[config.mk]
export PLATFORM = sky130hd
export DESIGN_NAME = counter_ctrl
export DESIGN_NICKNAME = d
export VERILOG_FILES = /design/src/rtl/counter_ctrl_pkg.sv /design/src/rtl/counter_ctrl_tick_gen.sv /design/src/rtl/counter_ctrl.sv
export SDC_FILE = /design/constraint.sdc
export NUM_CORES = 1
export LEC_CHECK = 0
export ABC_AREA = 1
export ABC_CLOCK_PERIOD_IN_PS = 2300
export BUFFER_PORTS_ARGS = -buffer_cell sky130_fd_sc_hd__buf_2
export CELL_PAD_IN_SITES_DETAIL_PLACEMENT = 0
export CELL_PAD_IN_SITES_GLOBAL_PLACEMENT = 2
export CORE_ASPECT_RATIO = 0.6
export CORE_MARGIN = 4
export CORE_UTILIZATION = 30
export DETAILED_ROUTE_END_ITERATION = 8
export GPL_ROUTABILITY_DRIVEN = 0
export PLACE_DENSITY = 0.79
export SYNTH_ARGS = -nofsm -noshare
export SYNTH_HDL_FRONTEND = slang
export SYNTH_HIERARCHICAL = 1
export SYNTH_SLANG_ARGS = --single-unit
[constraint.sdc]
create_clock -name clk -period 2.3 [get_ports clk]
set_input_delay 0.345 -clock clk [delete_from_list [all_inputs] [get_ports clk]]
set_output_delay 0.345 -clock clk [all_outputs]
set_load 0.02 [all_outputs]
[src/rtl/counter_ctrl_pkg.sv]
// Shared types and constants for the display counter run controller.
package counter_ctrl_pkg;

   // DONE keeps its encoding even when the one-shot feature is compiled out
   typedef enum logic [1:0] {
      IDLE  = 2'd0,
      RUN   = 2'd1,
      PAUSE = 2'd2,
      DONE  = 2'd3
   } state_t;

   localparam int unsigned DEF_DIV   = 2097152;
   localparam int unsigned DEF_PRE_W = 26;
   localparam int unsigned DEF_CNT_W = 4;

   // Command priority indices: lower index wins within one cycle
   localparam int unsigned PRI_CLEAR = 0;
   localparam int unsigned PRI_LOAD  = 1;
   localparam int unsigned PRI_STOP  = 2;
   localparam int unsigned PRI_START = 3;
   localparam int unsigned N_CMD     = 4;

endpackage

[src/rtl/counter_ctrl_tick_gen.sv]
// Prescaler producing a one-cycle step enable every DIV enabled cycles.
module tick_gen #(
   parameter int unsigned DIV   = 2097152,
   parameter int unsigned PRE_W = 26
) (
   input  logic clk,
   input  logic rst,
   input  logic en,
   input  logic sync_clr,
   output logic tick
);

   localparam logic [PRE_W-1:0] PRE_LAST = PRE_W'(DIV - 1);

   logic [PRE_W-1:0] pre;

   assign tick = en && (pre == PRE_LAST);

   // Holds its value whenever en is low, so a pause resumes mid-period
   always_ff @(posedge clk) begin
      if (rst) begin
         pre <= '0;
      end else if (sync_clr) begin
         pre <= '0;
      end else if (en) begin
         if (tick) pre <= '0;
         else      pre <= pre + PRE_W'(1);
      end
   end

endmodule

[src/rtl/counter_ctrl.sv]
// Run controller for the display counter: start/pause/clear/load and up/down stepping.
// Optional one-shot stop at terminal value when COUNTER_CTRL_ONESHOT_EN is defined.
module counter_ctrl
   import counter_ctrl_pkg::*;
#(
   parameter int unsigned CNT_W = DEF_CNT_W,
   parameter int unsigned DIV   = DEF_DIV,
   parameter int unsigned PRE_W = DEF_PRE_W
) (
   input  logic             clk,
   input  logic             rst,
   input  logic             cmd_start,
   input  logic             cmd_stop,
   input  logic             cmd_clear,
   input  logic             cmd_load,
   input  logic [CNT_W-1:0] load_val,
   input  logic             dir_up,
`ifdef COUNTER_CTRL_ONESHOT_EN
   input  logic             oneshot,
`endif
   output logic [CNT_W-1:0] count,
   output logic             tick,
   output logic             running,
   output logic             tc
);

   localparam logic [CNT_W-1:0] CNT_MAX = '1;

   state_t           state;
   logic [N_CMD-1:0] cmd;
   logic             run_en;
   logic             pre_clr;
   logic             wraps;
   logic             os_hit;

   always_comb begin
      cmd            = '0;
      cmd[PRI_CLEAR] = cmd_clear;
      cmd[PRI_LOAD]  = cmd_load;
      cmd[PRI_STOP]  = cmd_stop;
      cmd[PRI_START] = cmd_start;
   end

   // Any higher-priority command this cycle suppresses both the prescaler and the step
   assign run_en  = (state == RUN) && !cmd[PRI_CLEAR] && !cmd[PRI_LOAD] && !cmd[PRI_STOP];
   assign pre_clr = cmd[PRI_CLEAR] || cmd[PRI_LOAD];

   tick_gen #(
      .DIV   (DIV),
      .PRE_W (PRE_W)
   ) u_tick_gen (
      .clk      (clk),
      .rst      (rst),
      .en       (run_en),
      .sync_clr (pre_clr),
      .tick     (tick)
   );

   assign wraps = dir_up ? (count == CNT_MAX) : (count == '0);

`ifdef COUNTER_CTRL_ONESHOT_EN
   assign os_hit = oneshot && wraps;
`else
   assign os_hit = 1'b0;
`endif

   always_ff @(posedge clk) begin
      if (rst) begin
         state   <= IDLE;
         count   <= '0;
         running <= 1'b0;
         tc      <= 1'b0;
      end else begin
         tc <= 1'b0;
         if (cmd[PRI_CLEAR]) begin
            state   <= IDLE;
            count   <= '0;
            running <= 1'b0;
         end else if (cmd[PRI_LOAD]) begin
            count <= load_val;
            if (state == DONE) begin
               state   <= IDLE;
               running <= 1'b0;
            end
         end else if (tick) begin
            tc <= wraps;
            // One-shot parks on the terminal value, which the count already holds
            if (os_hit) begin
               state   <= DONE;
               running <= 1'b0;
            end else if (dir_up) begin
               count <= count + CNT_W'(1);
            end else begin
               count <= count - CNT_W'(1);
            end
         end else begin
            case (state)
               IDLE, PAUSE: begin
                  if (cmd[PRI_START]) begin
                     state   <= RUN;
                     running <= 1'b1;
                  end
               end
               RUN: begin
                  if (cmd[PRI_STOP]) begin
                     state   <= PAUSE;
                     running <= 1'b0;
                  end
               end
               default: ;
            endcase
         end
      end
   end

endmodule

==> results of run 1 <==
-- per-stage QoR --
step	instances	instance area (µm²)
floorplan	304	1950
global placement	404	2120
global route	411	2220
detailed placement	404	2120
finish	411	2220
CTS	411	2210
-- final cells by class --
class | instances | share of cell area
clock buffers | 7 | 0.0390
flip-flops and latches | 33 | 0.299
inverters | 43 | 0.0751
repair buffers | 19 | 0.0452
multi-input cells | 225 | 0.495
well taps | 84 | 0.0474
-- sequential cells by signal, indices dropped and copies added, names as in the netlist --
name and flops:
u_tick_gen/pre 26, count 4, state 2, tc 1
-- cell usage in the layout (no fill, tap or decap), drive strengths merged, types with 2 or more instances in the layout --
| cell | n |
|---|---|
| a21oi | 9 |
| a22oi | 2 |
| a31oi | 2 |
| buf | 19 |
| clkbuf | 7 |
| dfxtp | 33 |
| ha | 3 |
| inv | 43 |
| nand2 | 85 |
| nand3 | 22 |
| nand4 | 7 |
| nor2 | 67 |
| nor3 | 8 |
| nor3b | 2 |
| o21ai | 5 |
| or2 | 2 |
| xor2 | 6 |
-- cell families after synthesis --
logic type / after synthesis / share of synthesized area
fa+ha+maj: 4 / 0.0296
simple gates: 195 / 0.446
buf+inv: 46 / 0.0997
compound gates: 19 / 0.0540
flops: 33 / 0.340
xor+xnor: 7 / 0.0315
-- layer usage --
layer,share of wire,up-vias
li1,-,992
met2,0.36,28
met5,0,-
met3,0.042,5
met4,0.0072,0
met1,0.59,808
-- critical path, stage by stage (launching register included) --
cell and delay (ns):
sky130_fd_sc_hd__dfxtp_2 0.37, sky130_fd_sc_hd__nand2_1 0.13, sky130_fd_sc_hd__nor3_2 0.20, sky130_fd_sc_hd__nand2_1 0.10
sky130_fd_sc_hd__inv_1 0.08, sky130_fd_sc_hd__nand2_1 0.05, sky130_fd_sc_hd__nor2_1 0.12, sky130_fd_sc_hd__nand2_2 0.10
sky130_fd_sc_hd__inv_1 0.14, sky130_fd_sc_hd__buf_2 0.19
-- how the worst max path moves through the flow --
stage	endpoint	depth (start not counted)	slack [ns]
final	tick	9	0.21
after CTS	tick	9	0.02
after global placement	tc	14	0.30
after detailed placement	tc	14	0.29
after global routing	tick	9	0.04
after floorplan	state[1]	15	0.25
-- what timing repair did --
item,4_1_cts,5_1_grt
gates resized for setup,0,2
setup endpoints to repair,0,1
hold buffers,0,0
-- power breakdown --
| part | total, mW | switching [mW] | internal, mW |
|---|---|---|---|
| registers | 0.580 | 0.00514 | 0.575 |
| clock network | 0.453 | 0.215 | 0.238 |
| logic | 0.0750 | 0.0468 | 0.0282 |
| total | 1.11 | 0.267 | 0.841 |
==> impl_metrics.ini, run 1 <==
[global_routing]
grt_util_all_layers = 0.134
grt_first_pass_wirelength_mm = 8.44
grt_pass1_vias = 1707
grt_util_met1 = 0.212
global_route.overflow_total = 0
pin_count_of_the_biggest_net_entering_global_routing = 15
grt_antenna_before_repair = 0
global_route_met2_utilization = 0.174
busiest_layer = met1
globalRouteMet3Util = 0.0390

[power]
design_power_total_mw = 1.11
p_leak_nw = 0.919
power.ir.vdd_worst_mv = 0.198
p_per_area_mw_per_mm2 = 500

[worst_hold_path]
min-delay-start = load_val[2]
hold_path_end = count[2]
hold_class = input port to register
whs_path_depth = 3

[logic_synthesis]
asyncSetResetFlopFracSynth = 0
ys_seq_elements = 33
synthMostInstantiatedCell = sky130_fd_sc_hd__nand2_1
synth-edff-count = 0
postSynthCellCount = 304
synth.avg_cell_area_um2 = 6.40
ys.warnings.count = 6
mappedNetlistArea_mm2 = 0.00195
syn_nets = 319
yosys.area.top_type_share = 0.340
ys_types = 30
yosys-top-cells-area = sky130_fd_sc_hd__dfxtp_1, sky130_fd_sc_hd__nand2_1, sky130_fd_sc_hd__nor2_1
synth_sequential_area_ratio = 0.340
synth_flop_cell = sky130_fd_sc_hd__dfxtp_1
largest_area_contributor_in_the_netlist = sky130_fd_sc_hd__dfxtp_1
netlist_top_cells_count = sky130_fd_sc_hd__nand2_1, sky130_fd_sc_hd__nor2_1, sky130_fd_sc_hd__inv_1, sky130_fd_sc_hd__dfxtp_1, sky130_fd_sc_hd__nand3_1

[floorplanning]
die-height_um = 70.4
fp.dieArea_mm2 = 0.00788
start_util = 0.314
coreArea_mm2 = 0.00619
fp.dieW_um = 112
core.rowCount = 22
pin_count = 18

[place]
place_worst_setup_slack_ns = 0.295
portBuffers = 17
post-dp-hpwl_mm = 3.96

[sta]
hold_violation_total_from_the_final_report = 0
period_share = 0.911
measured_slew_at_the_worst_slew_check_pin_ns = 0.379
max-slew-margin-rel = 0.746
holdWs_ns = 0.340
maxSlewViolCount = 0
achievable_freq_mhz = 477
rsz0062_at_grt = false
post-route-min-period_ns = 2.09
fin_setup_tns_ns = 0
setup-violations-final = 0
timing.clock.skew_ns = 0.00474
final_setup_margin_ns = 0.206

[cts]
clkSlewWorstSetupHoldPaths_ns = 0.07
insertion_delay_ns = 0.28
cts_tree = yes
tritoncts.num_buffers = 5
cts_root_buffer = sky130_fd_sc_hd__clkbuf_8
cts-htree-levels = 2
cts_setup_buffers = 0
clock-sinks = 33
clock_path_buffers = 2

[finish]
final-seq-area_um2 = 662
antenna_cells = 0
fillCellCount = 706
flow.area_growth_from_synthesis_pct = 13.9
final_net_count = 342
multi_input_area_mm2 = 0.00110
post_route_cells_drive_above_1_share = 0.141
final_core_utilization = 0.358

[detailed_routing]
dr_total_vias = 1833
remaining_drc_errors = 0
drt-vias-per-instance = 4.46
detail_route.wirelength_mm = 4.99
initialDrtViolationCount = 98
firstDrtPassIters = 4
detail_route.wl_per_cell_um = 12.1
final_antenna_net_count = 0

[worst_setup_path]
timing.critical_path.to_type = primary output
critPathRequiredTime_ns = 1.96
depth_of_the_worst_register_to_register_path = 12
reg2reg_from = state[0]
worstSetupStartpointType = register
worstPathMaxFanout = 6
start_point_of_the_critical_path = state[0]
crit-reg2reg-capture = tc
reg2reg_slack_ns = 0.44
critPathKind = register to primary output
critical_path_data_arrival_time_ns = 1.75

[run]
max-cap-violations = 0

[status]
outcome = finished, final reports clean
Note: power is estimated with default switching activity, not from simulation.
==> run 2: changes to the inputs <==
- ABC_AREA: 1 -> not set
- PLACE_DENSITY: 0.79 -> 0.72
==> run 2 against run 1 <==
  * Synthesized cell count fell by 34%
  * Critical path depth fell by 1
  * Core utilization rose by 4.5 points
  * Setup slack got worse by 0.19 ns
  * Flip-flop and latch count did not move
  * Wire length fell by 9.9%
  * Clock power fell by 6.4%
  * Cell area rose by 1.8%
  * Maximum frequency fell by 8.4%
  * Critical endpoint unchanged
  * Highest routed layer unchanged
==> impl_metrics.ini, run 2 <==
[status]
outcome = finished, final reports clean

[global_routing]
global_route_met2_utilization = 0.168
grt_util_met1 = 0.225
grt_util_all_layers = 0.140
pin_count_of_the_biggest_net_entering_global_routing = 20
global_route.overflow_total = 0
grt_first_pass_wirelength_mm = 7.56
grt_antenna_before_repair = 0
globalRouteMet3Util = 0.0378
grt_pass1_vias = 1489
busiest_layer = met1

[sta]
max-slew-margin-rel = 0.614
hold_violation_total_from_the_final_report = 0
achievable_freq_mhz = 437
final_setup_margin_ns = 0.0140
timing.clock.skew_ns = 0.00236
setup-violations-final = 0
fin_setup_tns_ns = 0
rsz0062_at_grt = true
maxSlewViolCount = 0
measured_slew_at_the_worst_slew_check_pin_ns = 0.575
post-route-min-period_ns = 2.29
period_share = 0.994

[logic_synthesis]
yosys.area.top_type_share = 0.380
asyncSetResetFlopFracSynth = 0
syn_nets = 217
netlist_top_cells_count = sky130_fd_sc_hd__dfxtp_1, sky130_fd_sc_hd__nor2_1, sky130_fd_sc_hd__a21oi_1, sky130_fd_sc_hd__nand2_1
yosys-top-cells-area = sky130_fd_sc_hd__dfxtp_1, sky130_fd_sc_hd__xnor2_1, sky130_fd_sc_hd__a21oi_1
largest_area_contributor_in_the_netlist = sky130_fd_sc_hd__dfxtp_1
synthMostInstantiatedCell = sky130_fd_sc_hd__dfxtp_1
postSynthCellCount = 202
mappedNetlistArea_mm2 = 0.00174
synth_flop_cell = sky130_fd_sc_hd__dfxtp_1
synth_sequential_area_ratio = 0.380
synth.avg_cell_area_um2 = 8.61
ys_types = 50
ys_seq_elements = 33
ys.warnings.count = 6
synth-edff-count = 0

[worst_setup_path]
worstPathMaxFanout = 2
critical_path_data_arrival_time_ns = 1.94
timing.critical_path.to_type = primary output
critPathKind = input port to primary output
critPathRequiredTime_ns = 1.96
worstSetupStartpointType = input port

[power]
p_leak_nw = 0.796
design_power_total_mw = 1.07
power.ir.vdd_worst_mv = 0.267
p_per_area_mw_per_mm2 = 476

[detailed_routing]
initialDrtViolationCount = 96
firstDrtPassIters = 4
detail_route.wl_per_cell_um = 13.7
detail_route.wirelength_mm = 4.50
drt-vias-per-instance = 4.83
final_antenna_net_count = 0
dr_total_vias = 1589
remaining_drc_errors = 0

[floorplanning]
start_util = 0.311
fp.dieArea_mm2 = 0.00712
pin_count = 18
fp.dieW_um = 106
core.rowCount = 21
die-height_um = 67.0
coreArea_mm2 = 0.00560

[finish]
flow.area_growth_from_synthesis_pct = 29.6
antenna_cells = 0
layout.cells.most_common = sky130_fd_sc_hd__dfxtp_1
largest_register_ff_count = 26
post_route_cells_drive_above_1_share = 0.277
final_cell_area_mm2 = 0.00225
registers.top_by_ff_count = u_tick_gen/pre
top_regs = u_tick_gen/pre: 26 flops, count: 4 flops, state: 2 flops
most-common-layout-cells = sky130_fd_sc_hd__dfxtp_1, sky130_fd_sc_hd__buf_4, sky130_fd_sc_hd__nor2_1
final_net_count = 263

[cts]
ctsHoldBuffers = 0
cts-htree-levels = 2
clock-sinks = 33
clkSlewWorstSetupHoldPaths_ns = 0.07
tritoncts.num_buffers = 5
clock_path_buffers = 2
cts_tree = yes
cts_root_buffer = sky130_fd_sc_hd__clkbuf_8
insertion_delay_ns = 0.28

[place]
place_worst_setup_slack_ns = -0.157
portBuffers = 17
placed_cell_area_mm2 = 0.00212
post-dp-hpwl_mm = 3.39

[worst_hold_path]
hold_class = input port to register

[run]
max-cap-violations = 0
[run 2: cell types whose count changed after synthesis, sizes merged, moves of 8 or more]
cell	change
nor2	-49
or3	+9
nand3	-10
xnor2	+8
inv	-38
nand2	-72
[run 2: cell families (layout without fill, tap and decap cells)]
logic type,Yosys count,in the layout,share of synthesized area
simple gates,97,97,0.324
compound gates,40,40,0.147
buf+inv,11,58,0.0288
xor+xnor,15,15,0.0755
mux,2,2,0.0115
flops,33,33,0.380
fa+ha+maj,4,4,0.0331
[run 2: power breakdown]
group / switching [mW] / internal (mW) / total, mW / leakage, nW
registers: 0.00422 / 0.574 / 0.578 / 0.267
clock network: 0.209 / 0.215 / 0.424 / 0.0395
logic: 0.0386 / 0.0320 / 0.0706 / 0.490
[run 2: routing by layer]
| metal | vias up | part of all wire | wire length, µm |
|---|---|---|---|
| li1 | 839 | - | - |
| met3 | 5 | 0.025 | 114 |
| met1 | 732 | 0.64 | 2860 |
| met4 | 0 | 0.0073 | 33 |
| met2 | 13 | 0.33 | 1490 |
| met5 | - | 0 | 0 |
[run 2: path summary, 6_finish.rpt]
path                           start  cells after the start                 end  slack [ns]
setup / recovery            cmd_load                      8                tick        0.01
hold / removal           load_val[2]                      3            count[2]        0.32
setup reg to reg            state[1]                      7            count[3]        0.11
hold reg to reg   u_tick_gen/pre[25]                      2  u_tick_gen/pre[25]        0.49
[run 2: stage by stage]
stage | hold WS (ns) | instances | util
6_report | 0.318 | 329 | 0.403
2_1_floorplan | 0.447 | 202 | -
3_3_place_gp | 0.475 | 318 | 0.379
4_1_cts | 0.302 | 329 | 0.402
5_1_grt | 0.312 | 329 | 0.403
3_5_place_dp | 0.479 | 318 | 0.379
[run 2: worst max-delay path: stages]
cell and delay (ns):
sky130_fd_sc_hd__buf_6 0.09, sky130_fd_sc_hd__or2_4 0.25, sky130_fd_sc_hd__nor4b_4 0.24, sky130_fd_sc_hd__nand3_2 0.10
sky130_fd_sc_hd__or4_4 0.57, sky130_fd_sc_hd__nor2_4 0.13, sky130_fd_sc_hd__buf_6 0.10, sky130_fd_sc_hd__buf_6 0.10
[run 2: final cells by class]
| type | count | area (µm²) |
|---|---|---|
| clock buffers | 8 | 80.1 |
| fillers | 571 | 3340 |
| inverters | 5 | 18.8 |
| multi-input cells | 158 | 1070 |
| flip-flops and latches | 33 | 662 |
| well taps | 80 | 100 |
| repair buffers | 45 | 324 |
[run 2: repair_timing]
item,CTS,global route
setup endpoints to repair,1,2
setup buffers,3,0
endpoints found under the hold margin,0,0
pin swaps,6,0
resized for setup,7,3
==> run 3: changes to the inputs <==
- CORE_MARGIN: 4 -> 10
==> run 3 against run 2 <==
  * The run now ends with setup timing left
  * Die area is 31% higher
  * Flip-flop and latch count unchanged
  * Clock power is 18% higher
  * Core utilization is essentially flat
  * Count of clock-buffer cells in the layout decreased by 1
  * Clock skew rose by 0.0023 ns
  * Hold slack got worse by 0.0071 ns
  * Power grew 7.0%
  * Global-route usage shrank 3.8 points
  * Via count decreased by 1.8%
  * Combinational power shrank 3%
  * Sequential power is essentially flat
  * Highest routed layer unchanged
==> impl_metrics.ini, run 3 (synthesis results as in run 2) <==
[worst_setup_path]
timing.critical_path.to_type = primary output
critPathKind = register to primary output
critical-path-top-delay-family = simple AND/OR/NAND/NOR gates
worstSetupStartpointType = register
worst_path_largest_cell_delay_ns = 0.55
critPathSlowestCell = sky130_fd_sc_hd__or4_4
crit_path_buffers_inverters = 2
crit_path_cell_trace = nor4b_4, nand3_2, or4_4, nor2_4, buf_6, buf_6
critPathRequiredTime_ns = 1.96
worst_path_most_repeated_cell = sky130_fd_sc_hd__buf_6
worstPathMaxFanout = 2
critical_path_data_arrival_time_ns = 1.98

[sta]
max-slew-margin-rel = 0.595
period_share = 1.01
final_setup_margin_ns = -0.0231
measured_slew_at_the_worst_slew_check_pin_ns = 0.603
holdWs_ns = 0.311
hold_violation_total_from_the_final_report = 0
maxSlewViolCount = 0
post-route-min-period_ns = 2.32
achievable_freq_mhz = 430
timing.clock.skew_ns = 0.00463
rsz0062_at_grt = true
setup-violations-final = 1

[global_routing]
pin_count_of_the_biggest_net_entering_global_routing = 20
global_route.overflow_total = 0
grt_first_pass_wirelength_mm = 7.62
grt_util_all_layers = 0.102
grt_pass1_vias = 1422
grt_antenna_before_repair = 0

[detailed_routing]
drt-vias-per-instance = 4.79
final_antenna_net_count = 0
initialDrtViolationCount = 89
detail_route.wl_per_cell_um = 14.0
firstDrtPassIters = 4
dr_total_vias = 1561
remaining_drc_errors = 0
detail_route.wirelength_mm = 4.57

[place]
placed_cell_area_mm2 = 0.00209
post-dp-hpwl_mm = 3.41
place_worst_setup_slack_ns = -0.146
portBuffers = 17
number_of_placed_cells_counting_well_taps = 314

[floorplanning]
core.rowCount = 21
fp.dieArea_mm2 = 0.00934
start_util = 0.311
coreArea_mm2 = 0.00560
fp.dieW_um = 118
pin_count = 18
die-height_um = 79.0

[finish]
top_regs = u_tick_gen/pre: 26 flops, count: 4 flops, state: 2 flops
final_cell_area_mm2 = 0.00225
post_route_cells_drive_above_1_share = 0.285
final_net_count = 260
most-common-layout-cells = sky130_fd_sc_hd__dfxtp_1, sky130_fd_sc_hd__buf_4, sky130_fd_sc_hd__nor2_1
largest_register_ff_count = 26
layout.cells.most_common = sky130_fd_sc_hd__dfxtp_1
flow.area_growth_from_synthesis_pct = 29.6
number_of_cells_in_the_finished_layout_apart_from_fillers = 326
antenna_cells = 0
registers.top_by_ff_count = u_tick_gen/pre

[cts]
clkSlewWorstSetupHoldPaths_ns = 0.07
cts_root_buffer = sky130_fd_sc_hd__clkbuf_8
tritoncts.num_buffers = 5
clock-sinks = 33
ctsHoldBuffers = 0
cts_tree = yes
clock_path_buffers = 2
insertion_delay_ns = 0.30
cts-htree-levels = 2

[run]
max-cap-violations = 0

[status]
outcome = finished with violations
violations = setup timing

[worst_hold_path]
hold_class = input port to register

[power]
power.ir.vdd_worst_mv = 0.177
p_leak_nw = 0.793
design_power_total_mw = 1.15
p_per_area_mw_per_mm2 = 509
run 3: where the power goes:
| group | total, mW | switching, mW | internal (mW) |
|---|---|---|---|
| Sequential | 0.578 | 0.00484 | 0.573 |
| Combinational | 0.0687 | 0.0383 | 0.0304 |
| Clock | 0.501 | 0.231 | 0.271 |
run 3: final cells by class:
type	instances	area, µm²
Clock inverter	1	5.00
Tap cell	80	100
Timing Repair Buffer	42	295
Inverter	5	18.8
Sequential cell	33	664
Multi-Input combinational cell	158	1070
Fill cell	568	3340
Clock buffer	7	96.3
run 3: worst reg2reg max path: stages (launching register included):
cell and delay [ns]:
sky130_fd_sc_hd__dfxtp_4 0.36, sky130_fd_sc_hd__nor4b_4 0.31, sky130_fd_sc_hd__nand3_2 0.12, sky130_fd_sc_hd__or4_4 0.55
sky130_fd_sc_hd__nor2_4 0.14, sky130_fd_sc_hd__buf_4 0.12, sky130_fd_sc_hd__or3b_4 0.39, sky130_fd_sc_hd__o31ai_2 0.23
run 3: path summary, 6_finish.rpt:
| check | end | slack [ns] | from | cells past startpoint |
|---|---|---|---|---|
| min | count[2] | 0.31 | load_val[2] | 3 |
| max reg2reg | count[3] | 0.01 | state[1] | 7 |
| min reg2reg | u_tick_gen/pre[25] | 0.49 | u_tick_gen/pre[25] | 2 |
| max | tick | -0.02 | state[1] | 6 |
run 3: repair_timing:
action                                 4_1_cts  5_1_grt
buffers inserted                             3        1
endpoints found under the hold margin        0        0
setup endpoints to repair                    1        4
pin swaps                                    3        1
gates resized for setup                      6        4
run 3: routing by layer:
layer  global-route usage  part of all wire  wire [µm]  up-vias
met5                    0                 0          0        -
met4               0.0405             0.015         70        0
met3               0.0304             0.044        201        8
met2                0.116              0.35       1590       22
met1                0.161              0.59       2710      702
li1                     -                 -          -      829
run 3: per-stage QoR:
step | util | setup TNS (ns)
after floorplan | - | -1.84
after CTS | 0.399 | 0
after detailed placement | 0.374 | -1.02
final | 0.403 | -0.0231
after global placement | 0.374 | -0.786
after global routing | 0.403 | -0.200
